==> config.mk <==
export PLATFORM = sky130hd
export DESIGN_NAME = srt4_prenorm
export DESIGN_NICKNAME = d
export VERILOG_FILES = /design/src/rtl/srt4_prenorm.sv
export SDC_FILE = /design/constraint.sdc
export NUM_CORES = 1
export LEC_CHECK = 0
export BUFFER_PORTS_ARGS = -buffer_cell sky130_fd_sc_hd__buf_4
export CORE_MARGIN = 2
export CORE_UTILIZATION = 49
export DETAILED_ROUTE_END_ITERATION = 10
export PLACE_DENSITY = 0.73
export SLEW_MARGIN = 20
export SYNTH_ARGS = -nofsm -noshare
export SYNTH_HDL_FRONTEND = slang
export SYNTH_SLANG_ARGS = --single-unit
==> constraint.sdc <==
create_clock -name clk -period 3.85 [get_ports clk]
set_clock_uncertainty 0.05 [all_clocks]
set_input_delay 0.5775 -clock clk [delete_from_list [all_inputs] [get_ports clk]]
set_output_delay 0.5775 -clock clk [all_outputs]
set_load 0.01 [all_outputs]
==> src/rtl/srt4_prenorm.sv <==
// srt4_prenorm: operand pre-normalisation for an SRT radix-4 divider.
//   S1 strips signs and flags special cases; S2 counts leading zeros, normalises the
//   divisor, computes the radix-4 iteration count and resolves fixed results.
// Latency: 2 cycles accept->out_valid, throughput 1/cycle.
// Backpressure: out_valid & !out_ready holds S2; S1 moves only when S2 is empty or
//   draining; in_ready = !s1_valid | !s2_valid | out_ready (combinational, no skid).
// Ports: clk/rst (async active-low), in_valid/in_ready + dividend/divisor/sign in;
//   out_valid/out_ready + dvd_abs, dvs_norm, lzc_dvd, lzc_dvs, iter, q_neg, r_neg,
//   special, q_fix, r_fix out.
// Build option: SRT4_PRENORM_EARLY_OUT_EN resolves |dvd| < |dvs| as a fixed result
//   (q=0, r=dividend) instead of handing SRT4 a single iteration.
module srt4_prenorm #(
  parameter int WID = 64
) (
  input  logic                 clk,
  input  logic                 rst,
  input  logic                 in_valid,
  output logic                 in_ready,
  input  logic [WID-1:0]       dividend,
  input  logic [WID-1:0]       divisor,
  input  logic                 sign,
  output logic                 out_valid,
  input  logic                 out_ready,
  output logic [WID-1:0]       dvd_abs,
  output logic [WID-1:0]       dvs_norm,
  output logic [$clog2(WID):0] lzc_dvd,
  output logic [$clog2(WID):0] lzc_dvs,
  output logic [$clog2(WID):0] iter,
  output logic                 q_neg,
  output logic                 r_neg,
  output logic                 special,
  output logic [WID-1:0]       q_fix,
  output logic [WID-1:0]       r_fix
);

  localparam int LZW = $clog2(WID) + 1;
  localparam logic [WID-1:0] MIN_INT = {1'b1, {(WID-1){1'b0}}};

  // Leading-zero count; returns WID for an all-zero operand.
  function automatic logic [LZW-1:0] lzc(input logic [WID-1:0] x);
    logic [LZW-1:0] n;
    n = LZW'(WID);
    for (int i = 0; i < WID; i++) begin
      if (x[i]) n = LZW'(WID - 1 - i);
    end
    return n;
  endfunction

  // ---------------- handshake ----------------
  logic s1_vld_q, s2_vld_q;
  logic accept, s2_take;

  assign in_ready = ~s1_vld_q | ~s2_vld_q | out_ready;
  assign accept   = in_valid & in_ready;
  assign s2_take  = s1_vld_q & (~s2_vld_q | out_ready);

  // ---------------- S1: sign strip ----------------
  logic [WID-1:0] dvd_abs_d, dvs_abs_d;
  logic           ovf_d;
  logic [WID-1:0] s1_dvd_abs_q, s1_dvs_abs_q, s1_dvd_raw_q;
  logic           s1_q_neg_q, s1_r_neg_q, s1_ovf_q;

  // Two's-complement negation of MIN_INT yields MIN_INT, i.e. 2^(WID-1) unsigned.
  assign dvd_abs_d = (sign && dividend[WID-1]) ? (~dividend + 1'b1) : dividend;
  assign dvs_abs_d = (sign && divisor[WID-1])  ? (~divisor + 1'b1)  : divisor;
  assign ovf_d     = sign && (dividend == MIN_INT) && (&divisor);

  always_ff @(posedge clk or negedge rst) begin
    if (!rst) begin
      s1_vld_q     <= 1'b0;
      s1_dvd_abs_q <= '0;
      s1_dvs_abs_q <= '0;
      s1_dvd_raw_q <= '0;
      s1_q_neg_q   <= 1'b0;
      s1_r_neg_q   <= 1'b0;
      s1_ovf_q     <= 1'b0;
    end else if (accept) begin
      s1_vld_q     <= 1'b1;
      s1_dvd_abs_q <= dvd_abs_d;
      s1_dvs_abs_q <= dvs_abs_d;
      s1_dvd_raw_q <= dividend;
      s1_q_neg_q   <= sign & (dividend[WID-1] ^ divisor[WID-1]);
      s1_r_neg_q   <= sign & dividend[WID-1];
      s1_ovf_q     <= ovf_d;
    end else if (s2_take) begin
      s1_vld_q <= 1'b0;
    end
  end

  // ---------------- S2: normalise + special resolution ----------------
  logic [LZW-1:0] lz_a, lz_b;
  logic [WID-1:0] dvs_norm_d, q_fix_d, r_fix_d;
  logic [LZW-1:0] lzc_dvd_d, lzc_dvs_d, iter_d;
  logic           special_d;

  assign lz_a = lzc(s1_dvd_abs_q);
  assign lz_b = lzc(s1_dvs_abs_q);

  always_comb begin
    special_d  = 1'b0;
    q_fix_d    = '0;
    r_fix_d    = '0;
    dvs_norm_d = s1_dvs_abs_q << lz_b;
    lzc_dvd_d  = lz_a;
    lzc_dvs_d  = lz_b;
    // Each radix-4 step retires two quotient bits.
    iter_d     = ((lz_b - lz_a) >> 1) + LZW'(1);
    if (s1_dvs_abs_q == '0) begin
      special_d = 1'b1;
      q_fix_d   = '1;
      r_fix_d   = s1_dvd_raw_q;
    end else if (s1_ovf_q) begin
      special_d = 1'b1;
      q_fix_d   = MIN_INT;
    end else if (s1_dvd_abs_q == '0) begin
      special_d = 1'b1;
    end else if (lz_b < lz_a) begin
`ifdef SRT4_PRENORM_EARLY_OUT_EN
      special_d = 1'b1;
      r_fix_d   = s1_dvd_raw_q;
`else
      iter_d    = LZW'(1);
`endif
    end
    if (special_d) begin
      dvs_norm_d = '0;
      lzc_dvd_d  = '0;
      lzc_dvs_d  = '0;
      iter_d     = '0;
    end
  end

  always_ff @(posedge clk or negedge rst) begin
    if (!rst) begin
      s2_vld_q <= 1'b0;
      dvd_abs  <= '0;
      dvs_norm <= '0;
      lzc_dvd  <= '0;
      lzc_dvs  <= '0;
      iter     <= '0;
      q_neg    <= 1'b0;
      r_neg    <= 1'b0;
      special  <= 1'b0;
      q_fix    <= '0;
      r_fix    <= '0;
    end else if (s2_take) begin
      s2_vld_q <= 1'b1;
      dvd_abs  <= s1_dvd_abs_q;
      dvs_norm <= dvs_norm_d;
      lzc_dvd  <= lzc_dvd_d;
      lzc_dvs  <= lzc_dvs_d;
      iter     <= iter_d;
      q_neg    <= s1_q_neg_q;
      r_neg    <= s1_r_neg_q;
      special  <= special_d;
      q_fix    <= q_fix_d;
      r_fix    <= r_fix_d;
    end else if (out_ready) begin
      s2_vld_q <= 1'b0;
    end
  end

  assign out_valid = s2_vld_q;

endmodule

* Word level (Yosys, flattened, before mapping)
Cells that the tools add are included.
Word-level totals: bits in registers 477, latch bits 0, memory bits (writable) 0, memory bits (read-only) 0, input bits 133, output and inout port bits 282, word-level logic and storage cells 194, memories kept 0
Operators by class: add/sub/neg operators 4, $mul 0, div/mod/pow operators 0, order comparisons 1, eq/ne operators 1, shift operators 1, muxes and demuxes 148, bitwise gates (word level) 12, reduce and logical (&&, ||, !) cells 9
Operators by type and width (number):
- 7-bit 2-to-1 mux | 135
- 64-bit 2-to-1 mux | 6
- 64-bit by 1-bit adder with 64-bit output, second input constant | 2
- 64-bit zero test | 2
- 64-bit inverter | 2
- 64-bit == test, second input constant | 1
- 64-bit AND reduction | 1
- 64-bit by 7-bit left shift with 64-bit output | 1
- 6-bit by 1-bit adder with 7-bit output, second input constant | 1
- 7-bit less-than comparator | 1
- 1-bit 2-to-1 mux | 7
- 7-bit subtractor | 1
- 1-bit bitwise AND | 4
- 1-bit logical AND | 4
- 2-bit nonzero test | 2
- 1-bit bitwise OR | 3
- 1-bit inverter | 2
- 1-bit bitwise XOR | 1

* Logic depth before layout (Yosys ltp)
word-level depth 71, depth in mapped cells 21

* Least setup slack after synthesis
No wires, ideal clock.
path type reg2reg, start register s1_dvs_abs_q[17], end register iter[5], data arrival time 3.815 ns, required time 3.679 ns, slack -0.136 ns, stages on the path, launching flop included 18, clock period less this slack 3.986 ns, cells stage by stage dfrtp_1 -> or4_1 -> nor4b_1 -> a21oi_1 -> o211ai_1 -> a21o_1 -> buf_2 -> inv_2 -> buf_1 -> buf_1 -> ha_1 -> a21o_1 -> a21oi_1 -> o21ai_1 -> xor2_1 -> nand4_1 -> xnor2_1 -> a22o_1
On the way: word-level cells in the longest chain between the ends 54
Ends and longest elaborated chain:
- from (decl) | line 60 | logic [WID-1:0] s1_dvd_abs_q, s1_dvs_abs_q, s1_dvd_raw_q;
- from (signal assigned) | line 80 | s1_dvs_abs_q <= dvs_abs_d;
- 7-bit 2-to-1 mux (47 in a row) | line 44 | if (x[i]) n = LZW'(WID - 1 - i);
- 7-bit subtractor | line 107 | iter_d = ((lz_b - lz_a) >> 1) + LZW'(1);
- 6-bit by 1-bit adder with 7-bit output | line 107
- 7-bit 2-to-1 mux | line 117 | end else if (lz_b < lz_a) begin
- 7-bit 2-to-1 mux | line 115 | end else if (s1_dvd_abs_q == '0) begin
- 7-bit 2-to-1 mux | line 112 | end else if (s1_ovf_q) begin
- 7-bit 2-to-1 mux | line 108 | if (s1_dvs_abs_q == '0) begin
- 7-bit 2-to-1 mux * | line 125 | if (special_d) begin
- to (signal assigned) | line 152 | iter <= iter_d;
- to (decl) | line 28 | output logic [$clog2(WID):0] iter,
Mark *: on every way between the ends. The rest lies on a longest branch, timed or not. A chain may end at the register's enable or synchronous reset.

* Worst setup path after layout
start register s1_dvd_abs_q[3], end register iter[5]
On the way: word-level cells in the longest chain between the ends 68
Ends and longest elaborated chain:
- from (decl) | line 60
- from (signal assigned) | line 79 | s1_dvd_abs_q <= dvd_abs_d;
- 7-bit 2-to-1 mux (61 in a row) | line 44
- 7-bit subtractor | line 107
- 6-bit by 1-bit adder with 7-bit output | line 107
- 7-bit 2-to-1 mux | line 117
- 7-bit 2-to-1 mux | line 115
- 7-bit 2-to-1 mux | line 112
- 7-bit 2-to-1 mux | line 108
- 7-bit 2-to-1 mux * | line 125
Marked as above.

==> impl_results.md <==
- Die Width: 224 µm
- Via count: 22.6k
- Die Ht: between 200 and 250 µm
- VDD IR max: 364 µV
- EDFF count, synth: 0
- Port buffer count: 414
- Initial Utilization: 49.6%
- Slew @ Worst Pin: between 1000 and 1500 ps
- Synth Register Bits: roughly 410
- Placed cell count: 3781
- Tot Pwr: 17100 µW
- Die ar.: 50000 µm²
- Crit end category: register
- Post-cts hold buffer count: 0
- Hold Worst Slack: -66.2 ps
- # rows: 80
- Area grow syn2layout: 26.5%
- Switching Share: 37.1%
- Async set or reset register ratio after synthesis: between 90% and 100%
- Slew HR: 32.7%
- H-tree depth: 2
- Vias/cell: around 6
- CTS buffer count: 45
- Sequential share of power: 34.7%
- Final setup fails: 2
- Pin count of the biggest net entering global routing: around 200
- Largest cells by area after synthesis: dfrtp_1, nand2_1, mux2i_1
- Pre-antenna DRT Iters: 6
- Critical path data required time: ~4300 ps
- PwrDens: 571 nW/µm²
- Max Cap Violations: 0
- Pleak: 0.0147 µW
- Number of global-route vias before repair: 22.2k
- Net Sw Power: 6340 µW
- Non-Filler Instances: 3871
- Unique masters post-synth: 81
- Clk Latency, worst-skew pair: 590 ps
- Core Box Area: 47600 µm²
- Register area share after synthesis: between 40% and 50%
- Clock sink total: ~410
- Cell Area, Synth: about 24000 µm²
- Post-layout min period: 3890 ps
- Synth top area share: 43.8%
- I/O Pins: between 400 and 500
- Arrival @ worst endpoint: 4320 ps
- Bufs on Longest Clock Path: 3
- Max Fclk: 257 MHz
- DRT antenna net count: 0
- Hold Crit Class: input pin to asynchronous set/reset pin
- Total grt overflow: 0
- N_diodes: 0
- Final Hold Fails: 9
- Post-synthesis cell count: 2782
- Min setup slack post-route: -36.0 ps
- Run status: finished with violations
- Crit-path max FO: 4
- CP startpoint kind: register
- Routability Congestion: 0.935
- Final max-slew violation count: 0
- Clock slew at reported path FFs: 70 ps
- RSZ-0062 raised after global routing: true
- GRT Util Overall: 33.1%
- Nets: between 3k and 4k
- Comb power frac: 38.5%
- Main synth FF type: dfrtp_1
- Total wire length: 84300 µm
- Detailed Route Iter0 Violations: about 2.2k
- Post-Syn Nets: 2926
- Clock Power Share: 26.8%
- Cell accounting for the most synthesized area: dfrtp_1
- Violated checks: hold timing, setup timing
- Initial antenna violation count: 0
- Int Pwr: between 10000 and 15000 µW
- Period utilisation layout: 101%
- Global-route wire length before repair: 130000 µm
- Post-DP HPWL: 63600 µm
- Drt drc: 0
- Avg Inst Size Synth: ~8.5 µm²
- Warnings, synthesis: 0
- Layout cells sized above 1: 23.6%
- CTS tree: built
- Reg2reg path depth: 20
- Worst Path Class, Setup: register to register
- Root Buffer: clkbuf_16
- WL/cell: 21.8 µm
synth_stat cells, drive strengths merged, types with 26 or more instances:
cell    number
nand3       90
a22oi       26
nor4        46
o21ai      250
dfrtp      414
mux2i      196
xor2        59
nor3        60
nand4       26
nand2      779
xnor2       72
clkbuf     108
inv         47
nor2       139
buf        103
a21oi       82
stage by stage:
step | hold WS, ps | worst slack (ps) | util, % | TNS (ps) | instance area, µm²
6_report | -66.2 | -36.0 | 62.8 | -39.1 | 29900
5_1_grt | 13.1 | -259 | 62.8 | -1300 | 29900
4_1_cts | 45.0 | -135 | 62.3 | -442 | 29700
3_5_place_dp | 398 | -292 | 58.9 | -1340 | 28100
3_3_place_gp | 405 | -182 | 58.9 | -737 | 28100
2_1_floorplan | 232 | 10.6 | - | 0 | 23700
layer usage:
metal  vias up  part of all wire [%]  routed length [µm]  GRT usage, %
met5         -                     0                   0             0
met4         0                   3.5                2910          11.5
li1      10500                     -                   -             -
met2       905                    48               40900          55.7
met3       164                   6.4                5410          5.61
met1     11000                    42               35100          43.2
sequential cells by signal (all words and copies together), names as in the netlist, 63 cells and up:
name,flops
s1_dvs_abs_q,64
s1_dvd_abs_q,64
s1_dvd_raw_q,63
r_fix,64
dvs_norm,64
dvd_abs,64
critical path, stage by stage (launching register included):
cell,delay (ps)
dfrtp_1,400
buf_4,130
buf_4,140
nor4_4,230
o21ai_1,100
a21boi_1,240
o21ai_1,130
a21oi_2,160
o21ai_1,90
nand3_1,120
a21boi_1,80
o211ai_1,290
ha_1,310
a21o_1,210
a21o_1,180
a21oi_2,130
o21ai_2,90
xor2_1,230
nand4_1,140
xnor2_1,160
a22o_1,180
kinds of logic after synthesis:
| kind of cell | synth area share, % |
|---|---|
| xor+xnor | 4.85 |
| flops | 43.8 |
| buf+inv | 5.35 |
| simple gates | 22.6 |
| fa+ha+maj | 0.614 |
| mux | 8.88 |
| compound gates | 13.9 |
worst paths after layout:
check / end / slack (ps) / from
worst max-delay path: iter[5] / -40 / s1_dvd_abs_q[3]
worst min-delay path: dvs_norm[13] / -70 / rst
worst max register to register: iter[5] / -40 / s1_dvd_abs_q[3]
worst min register to register: q_neg / 420 / s1_q_neg_q
max in group asynchronous: s1_dvd_abs_q[42] / 2810 / rst
min in group clk: s1_dvd_raw_q[26] / 160 / dividend[26]
area by class of cell:
cell class,instances,area (µm²)
Multi-Input combinational cell,2110,12300
Timing Repair Buffer,602,4740
Tap cell,615,769
Fill cell,4094,17700
Sequential cell,414,10400
Clock buffer,57,1220
Inverter,47,176
Clock inverter,26,330
power groups by stage:
stage          logic [µW]  clock network (µW)  registers (µW)
6_report             6580                4570            5940
5_1_grt              7060                4780            6030
4_1_cts              6390                4630            5900
3_5_place_dp         6310                   0            5970
3_3_place_gp         6220                   0            5930
2_1_floorplan        3040                   0            6010
timing repair:
action | CTS | global route
resized for setup | 18 | 37
setup endpoints to repair | 7 | 34
setup buffers | 2 | 5
pin swaps | 27 | 28
gates cloned | 0 | 1
layout by cell type, fill, tap and decap left out, types with 24 or more instances in the layout:
cell,n
a21oi_1,79
a22o_1,24
a22oi_1,25
buf_4,584
clkbuf_16,47
dfrtp_1,411
inv_1,43
mux2i_1,188
nand2_1,774
nand3_1,87
nand4_1,26
nor2_1,134
nor3_1,57
nor4_1,37
o21ai_0,232
xnor2_1,70
xor2_1,57
(Power assumes the default switching activity.)
